==> src/rtl/polaris_pkg.sv <==
// rtl/polaris_pkg.sv - shared encodings and defaults for the Polaris fetch unit
package polaris_pkg;

  localparam logic [1:0] ISIZ_NONE = 2'b00;
  localparam logic [1:0] ISIZ_WORD = 2'b10;

  localparam logic [63:0] DEFAULT_RESET_VECTOR = 64'hFFFF_FFFF_FFFF_FF00;

  typedef enum logic [1:0] {
    ST_IDLE    = 2'd0,
    ST_REQ     = 2'd1,
    ST_DISCARD = 2'd2,
    ST_FAULT   = 2'd3
  } fetch_state_t;

endpackage

==> src/rtl/polaris_fetch_queue.sv <==
// rtl/polaris_fetch_queue.sv - DEPTH-entry FIFO of {pc, instruction} with push/pop/flush
module polaris_fetch_queue #(
  parameter int XLEN  = 64,
  parameter int DEPTH = 4
) (
  input  logic                     clk_i,
  input  logic                     reset_ni,
  input  logic                     push,
  input  logic [XLEN-1:0]          push_pc,
  input  logic [31:0]              push_instr,
  input  logic                     pop,
  input  logic                     flush,
  output logic [XLEN-1:0]          head_pc,
  output logic [31:0]              head_instr,
  output logic [$clog2(DEPTH):0]   count,
  output logic                     full,
  output logic                     empty
);

  localparam int AW = $clog2(DEPTH);
  localparam int CW = AW + 1;

  logic [XLEN-1:0] pc_mem  [DEPTH];
  logic [31:0]     ins_mem [DEPTH];
  logic [AW-1:0]   head;
  logic [AW-1:0]   tail;

  always_ff @(posedge clk_i or negedge reset_ni) begin
    if (!reset_ni) begin
      head  <= '0;
      tail  <= '0;
      count <= '0;
      for (int i = 0; i < DEPTH; i++) begin
        pc_mem[i]  <= '0;
        ins_mem[i] <= '0;
      end
    end else if (flush) begin
      head  <= '0;
      tail  <= '0;
      count <= '0;
    end else begin
      if (push) begin
        pc_mem[tail]  <= push_pc;
        ins_mem[tail] <= push_instr;
        tail          <= tail + AW'(1);
      end
      if (pop) begin
        head <= head + AW'(1);
      end
      count <= count + CW'(push) - CW'(pop);
    end
  end

  // Head contents come straight from storage registers, never from the bus.
  assign head_pc    = pc_mem[head];
  assign head_instr = ins_mem[head];
  assign full       = (count == CW'(DEPTH));
  assign empty      = (count == '0);

endmodule

==> src/rtl/polaris_fetch.sv <==
// rtl/polaris_fetch.sv - autonomous prefetcher driving the I bus into a PC-tagged queue
// Optional misaligned-redirect trap: POLARIS_FETCH_MISALIGN_TRAP_EN
module polaris_fetch
  import polaris_pkg::*;
#(
  parameter int              XLEN         = 64,
  parameter int              DEPTH        = 4,
  parameter logic [XLEN-1:0] RESET_VECTOR = XLEN'(DEFAULT_RESET_VECTOR)
) (
  input  logic            clk_i,
  input  logic            reset_ni,
  output logic [XLEN-1:0] iadr_o,
  output logic [1:0]      isiz_o,
  input  logic            iack_i,
  input  logic [31:0]     idat_i,
  output logic            ir_valid_o,
  output logic [31:0]     ir_o,
  output logic [XLEN-1:0] ir_pc_o,
  input  logic            ir_take_i,
  input  logic            redirect_i,
  input  logic [XLEN-1:0] redirect_pc_i,
  output logic            fault_o
);

  localparam int CW = $clog2(DEPTH) + 1;

  fetch_state_t    state;
  fetch_state_t    resume_state;
  fetch_state_t    drained_state;
  logic [XLEN-1:0] pc;
  logic [XLEN-1:0] old_pc;
  logic [XLEN-1:0] target;
  logic [CW-1:0]   count;
  logic [CW-1:0]   count_next;
  logic            q_full;
  logic            q_empty;
  logic            push;
  logic            pop;
  logic            room;

  assign target     = redirect_pc_i & ~XLEN'(3);
  assign push       = (state == ST_REQ) && iack_i && !redirect_i && !q_full;
  assign pop        = ir_take_i && !q_empty && !redirect_i;
  assign count_next = count + CW'(push) - CW'(pop);
  assign room       = (count_next < CW'(DEPTH));

`ifdef POLARIS_FETCH_MISALIGN_TRAP_EN
  logic misaligned;
  logic fault_q;

  assign misaligned = |redirect_pc_i[1:0];

  always_ff @(posedge clk_i or negedge reset_ni) begin
    if (!reset_ni) begin
      fault_q <= 1'b0;
    end else if (redirect_i) begin
      fault_q <= misaligned;
    end
  end

  // A trapped redirect still has to drain an outstanding request first.
  assign resume_state  = misaligned ? ST_FAULT : ST_REQ;
  assign drained_state = fault_q ? ST_FAULT : ST_REQ;
  assign fault_o       = fault_q;
`else
  assign resume_state  = ST_REQ;
  assign drained_state = ST_REQ;
  assign fault_o       = 1'b0;
`endif

  always_ff @(posedge clk_i or negedge reset_ni) begin
    if (!reset_ni) begin
      state  <= ST_IDLE;
      pc     <= RESET_VECTOR;
      old_pc <= '0;
    end else if (redirect_i) begin
      pc <= target;
      case (state)
        ST_REQ: begin
          if (iack_i) begin
            state <= resume_state;
          end else begin
            state  <= ST_DISCARD;
            old_pc <= pc;
          end
        end
        // An ack here retires the stale request, so the new target can go out.
        ST_DISCARD: if (iack_i) state <= resume_state;
        default:    state <= resume_state;
      endcase
    end else begin
      case (state)
        ST_IDLE: if (room) state <= ST_REQ;
        ST_REQ: begin
          if (iack_i) begin
            pc <= pc + XLEN'(4);
            if (!room) state <= ST_IDLE;
          end
        end
        ST_DISCARD: if (iack_i) state <= drained_state;
        default: ;
      endcase
    end
  end

  always_comb begin
    iadr_o = '0;
    isiz_o = ISIZ_NONE;
    if (state == ST_REQ) begin
      iadr_o = pc;
      isiz_o = ISIZ_WORD;
    end else if (state == ST_DISCARD) begin
      iadr_o = old_pc;
      isiz_o = ISIZ_WORD;
    end
  end

  polaris_fetch_queue #(
    .XLEN  (XLEN),
    .DEPTH (DEPTH)
  ) u_queue (
    .clk_i      (clk_i),
    .reset_ni   (reset_ni),
    .push       (push),
    .push_pc    (pc),
    .push_instr (idat_i),
    .pop        (pop),
    .flush      (redirect_i),
    .head_pc    (ir_pc_o),
    .head_instr (ir_o),
    .count      (count),
    .full       (q_full),
    .empty      (q_empty)
  );

  assign ir_valid_o = !q_empty;

endmodule

==> config.mk <==
export PLATFORM = sky130hd
export DESIGN_NAME = polaris_fetch
export DESIGN_NICKNAME = d
export VERILOG_FILES = /design/src/rtl/polaris_pkg.sv /design/src/rtl/polaris_fetch_queue.sv /design/src/rtl/polaris_fetch.sv
export SDC_FILE = /design/constraint.sdc
export NUM_CORES = 1
export LEC_CHECK = 0
export CORE_MARGIN = 2
export CORE_UTILIZATION = 40
export CTS_CLUSTER_DIAMETER = 40
export DETAILED_ROUTE_END_ITERATION = 16
export GPL_ROUTABILITY_DRIVEN = 0
export HOLD_SLACK_MARGIN = 0.03
export SETUP_SLACK_MARGIN = 0.05
export SYNTH_ARGS = -nofsm -noshare
export SYNTH_HDL_FRONTEND = slang
export SYNTH_SLANG_ARGS = --single-unit
==> constraint.sdc <==
create_clock -name clk_i -period 3.25 [get_ports clk_i]
set_input_delay 0.325 -clock clk_i [delete_from_list [all_inputs] [get_ports clk_i]]
set_output_delay 0.325 -clock clk_i [all_outputs]
set_load 0.005 [all_outputs]
==> results.toml <==
[outcome]
status = "finished clean"

[routing]
drc = 0
drtAntennaViolNets = 0
viasPerCell = 5.50
vias = 15300
dr.first_iter.drc_count = 838
wl_per_cell_um = 22.7
drt-total-wl_um = 63200
dr.pass1.iters = 5

[grt]
grt_pass1_vias = 16400
antenna_found_initial = 1
grt_usage_pct = 21.3
grt_pass1_wl_um = 98500
gr-total-overflow = 0
grt_max_degree = 106

[finish]
drive_gt1_share_pct = 39.7
layout.nets = 2058
design_area_mm2 = 0.0302
area_growth_pct = 28.1
diodes = 0
nFillCells = 4986

[power]
leakagePower_nw = 13.1
vdd_drop_max_mv = 0.556
p_per_area_mw_per_mm2 = 930
finalPower_mw = 28.0

[timing]
drv_slew = 0
grt_setup_unrepaired = "no"
tns_ns = 0
worst_pin_slew_ns = 0.962
fmax_mhz = 323
period_share_pct = 95.2
setup_violations = 0
min_period_ns = 3.09
clock_skew_ns = 0.0211
hold_violations = 0
slew_headroom_pct = 35.8

[critical_path]
start_kind = "flop"
r2r_slack_ns = 0.23
end_kind = "primary output"
reg2reg_depth = 8
path_max_fanout = 27
required_ns = 2.92
crit_start = "state[1]"
cp_data_arrival_time_ns = 2.77
endpoint = "iadr_o[47]"
critPathKind = "reg2out"
reg2reg_from = "state[1]"
reg2reg_to = "pc[54]"

[floorplan]
die_h_um = 247
dieArea_mm2 = 0.0608
pin_count = 265
start_util_pct = 40.6
core_area_mm2 = 0.0579
rows = 88
die_w_um = 247

[clock_tree]
clkSlewWorstSetupHoldPaths_ns = 0.06
tritoncts = "yes"
insertion_delay_ns = 0.61
clockBufferDepth = 3
cts_made_buffers = 82
htree_levels = 3
clock_sinks = 509
cts_root_buf = "clkbuf_16"

[placed_design]
hpwl_um = 38800
io_buffers = 256
place_area_mm2 = 0.0271

[synthesis]
syn_avg_cell_area_um2 = 13.8
async_flop_share_pct = 100
synth_area_mm2 = 0.0235
ys_top_cells_by_count = "453 x dfrtp_1, 420 x mux2_2, 129 x clkbuf_1, 101 x nand2_1, 94 x mux4_2"
synthMostInstantiatedCell = "dfrtp_1"
synth_cell_types = 55
yosysWarnings = 0
ys_seq_area_share_pct = 54.4
synth_ff_type = "dfrtp_1"
synth_enable_flop_cells = 0
ys_ff_latch = 509
synth_top_cell_by_area = "dfrtp_1"
synth_cells = 1700
synth_top_area_share_pct = 48.2
synth_area_leaders = "dfrtp_1 48%, mux2_2 20%, mux4_2 9.0%"

[min_path]
hold_class = "in2reg"

[flow_run]
drv_cap = 0
-- placed cells by master, fill, tap and decap left out, types with 5 or more instances in the layout --
| master | Yosys | final |
|---|---|---|
| xnor2_1 | 32 | 32 |
| clkinvlp_4 | 0 | 8 |
| clkinv_4 | 0 | 7 |
| nand3_1 | 33 | 33 |
| mux2i_1 | 7 | 7 |
| a22o_1 | 63 | 63 |
| nor2b_1 | 8 | 7 |
| and2_1 | 6 | 6 |
| nand4_1 | 30 | 30 |
| nor4_1 | 20 | 19 |
| inv_6 | 0 | 13 |
| clkbuf_1 | 129 | 9 |
| clkdlybuf4s50_1 | 0 | 254 |
| ha_1 | 10 | 9 |
| dfrtp_1 | 453 | 451 |
| buf_4 | 10 | 46 |
| and4_1 | 9 | 9 |
| inv_1 | 13 | 13 |
| or4_1 | 7 | 7 |
| nor2_1 | 23 | 23 |
| a21oi_1 | 6 | 6 |
| and3_1 | 5 | 5 |
| clkbuf_16 | 0 | 82 |
| conb_1 | 1 | 6 |
| clkbuf_8 | 0 | 7 |
| nor3_1 | 14 | 14 |
| mux4_2 | 94 | 94 |
| o21ai_0 | 65 | 65 |
| bufinv_16 | 0 | 10 |
| buf_12 | 0 | 18 |
| xor2_1 | 18 | 18 |
| dfstp_2 | 56 | 56 |
| mux2_2 | 420 | 420 |
| clkinv_2 | 0 | 12 |
| nand2_1 | 101 | 97 |
-- logic make-up (layout without fill, tap and decap cells) --
kind of cell	Yosys count	in the layout	share of synthesized area (%)
compound gates	152	152	4.44
flops	509	509	54.4
other cells	1	6	0.0159
buf+inv	181	491	3.11
simple gates	274	274	6.08
fa+ha+maj	11	11	0.617
mux	521	521	29.4
xor+xnor	51	51	1.96
-- layout make-up --
type	instances	area [um^2]	share of cell area, %
clock buffers	98	2180	7.23
clock inverters	55	666	2.21
inverters	14	52.6	0.174
multi-input cells	1015	10100	33.5
flip-flops and latches	509	12800	42.5
well taps	765	957	3.17
repair buffers	324	3400	11.3
-- critical path, stage by stage (launching register included) --
cell,delay [ns]
dfrtp_1,0.38
inv_1,0.10
ha_4,0.19
buf_16,0.18
nor2b_4,0.16
buf_12,0.13
buf_4,0.26
a22o_1,0.17
clkdlybuf4s50_1,0.58
-- layer usage --
layer / vias up / GRT usage, % / routed length, um
met5: - / 0 / 12
met4: 2 / 6.98 / 1380
met3: 93 / 4.27 / 3420
met2: 405 / 34.2 / 30300
met1: 8042 / 29.0 / 28200
li1: 6742 / - / -
-- registers in the layout, summed over array words and instances (netlist names) --
register,flops
old_pc,62
pc,62
state,2
u_queue.count,3
u_queue.head,2
u_queue.ins_mem,128
u_queue.pc_mem,248
u_queue.tail,2
-- how the worst min path moves through the flow --
stage	from	end	slack (ns)	depth (start not counted)
floorplan	reset_ni	old_pc[10]	0.03	0
global placement	reset_ni	u_queue.ins_mem[114]	0.46	1
detailed placement	u_queue.pc_mem[36]	u_queue.pc_mem[36]	0.47	2
CTS	redirect_i	u_queue.tail[0]	0.22	4
global route	redirect_i	u_queue.tail[0]	0.26	4
finish	redirect_i	u_queue.tail[0]	0.25	4
-- where the power goes --
part           leakage (nW)  switching (mW)  internal [mW]  total (mW)
clock network          1.38            3.25           5.68        8.93
registers              6.47            1.33           8.66        9.99
logic                  5.20            3.32           5.80        9.12
-- through the flow --
| stage | worst slack [ns] | util [%] | hold slack [ns] | instances |
|---|---|---|---|---|
| after floorplan | 0.106 | - | 0.0294 | 1705 |
| after global placement | 0.143 | 46.9 | 0.456 | 2619 |
| after detailed placement | 0.151 | 46.9 | 0.465 | 2619 |
| after CTS | 0.108 | 52.1 | 0.221 | 2780 |
| after global routing | 0.0561 | 52.1 | 0.263 | 2780 |
| final | 0.157 | 52.1 | 0.251 | 2780 |
-- what timing repair did --
item                                   CTS  global route
pin swaps                                0             1
setup endpoints to repair               62             1
gates resized for setup                  4             2
cloned                                   3             0
hold buffers                             1             0
setup buffers                            4             0
endpoints found under the hold margin   85             0
Note: power is estimated with default switching activity, not from simulation.
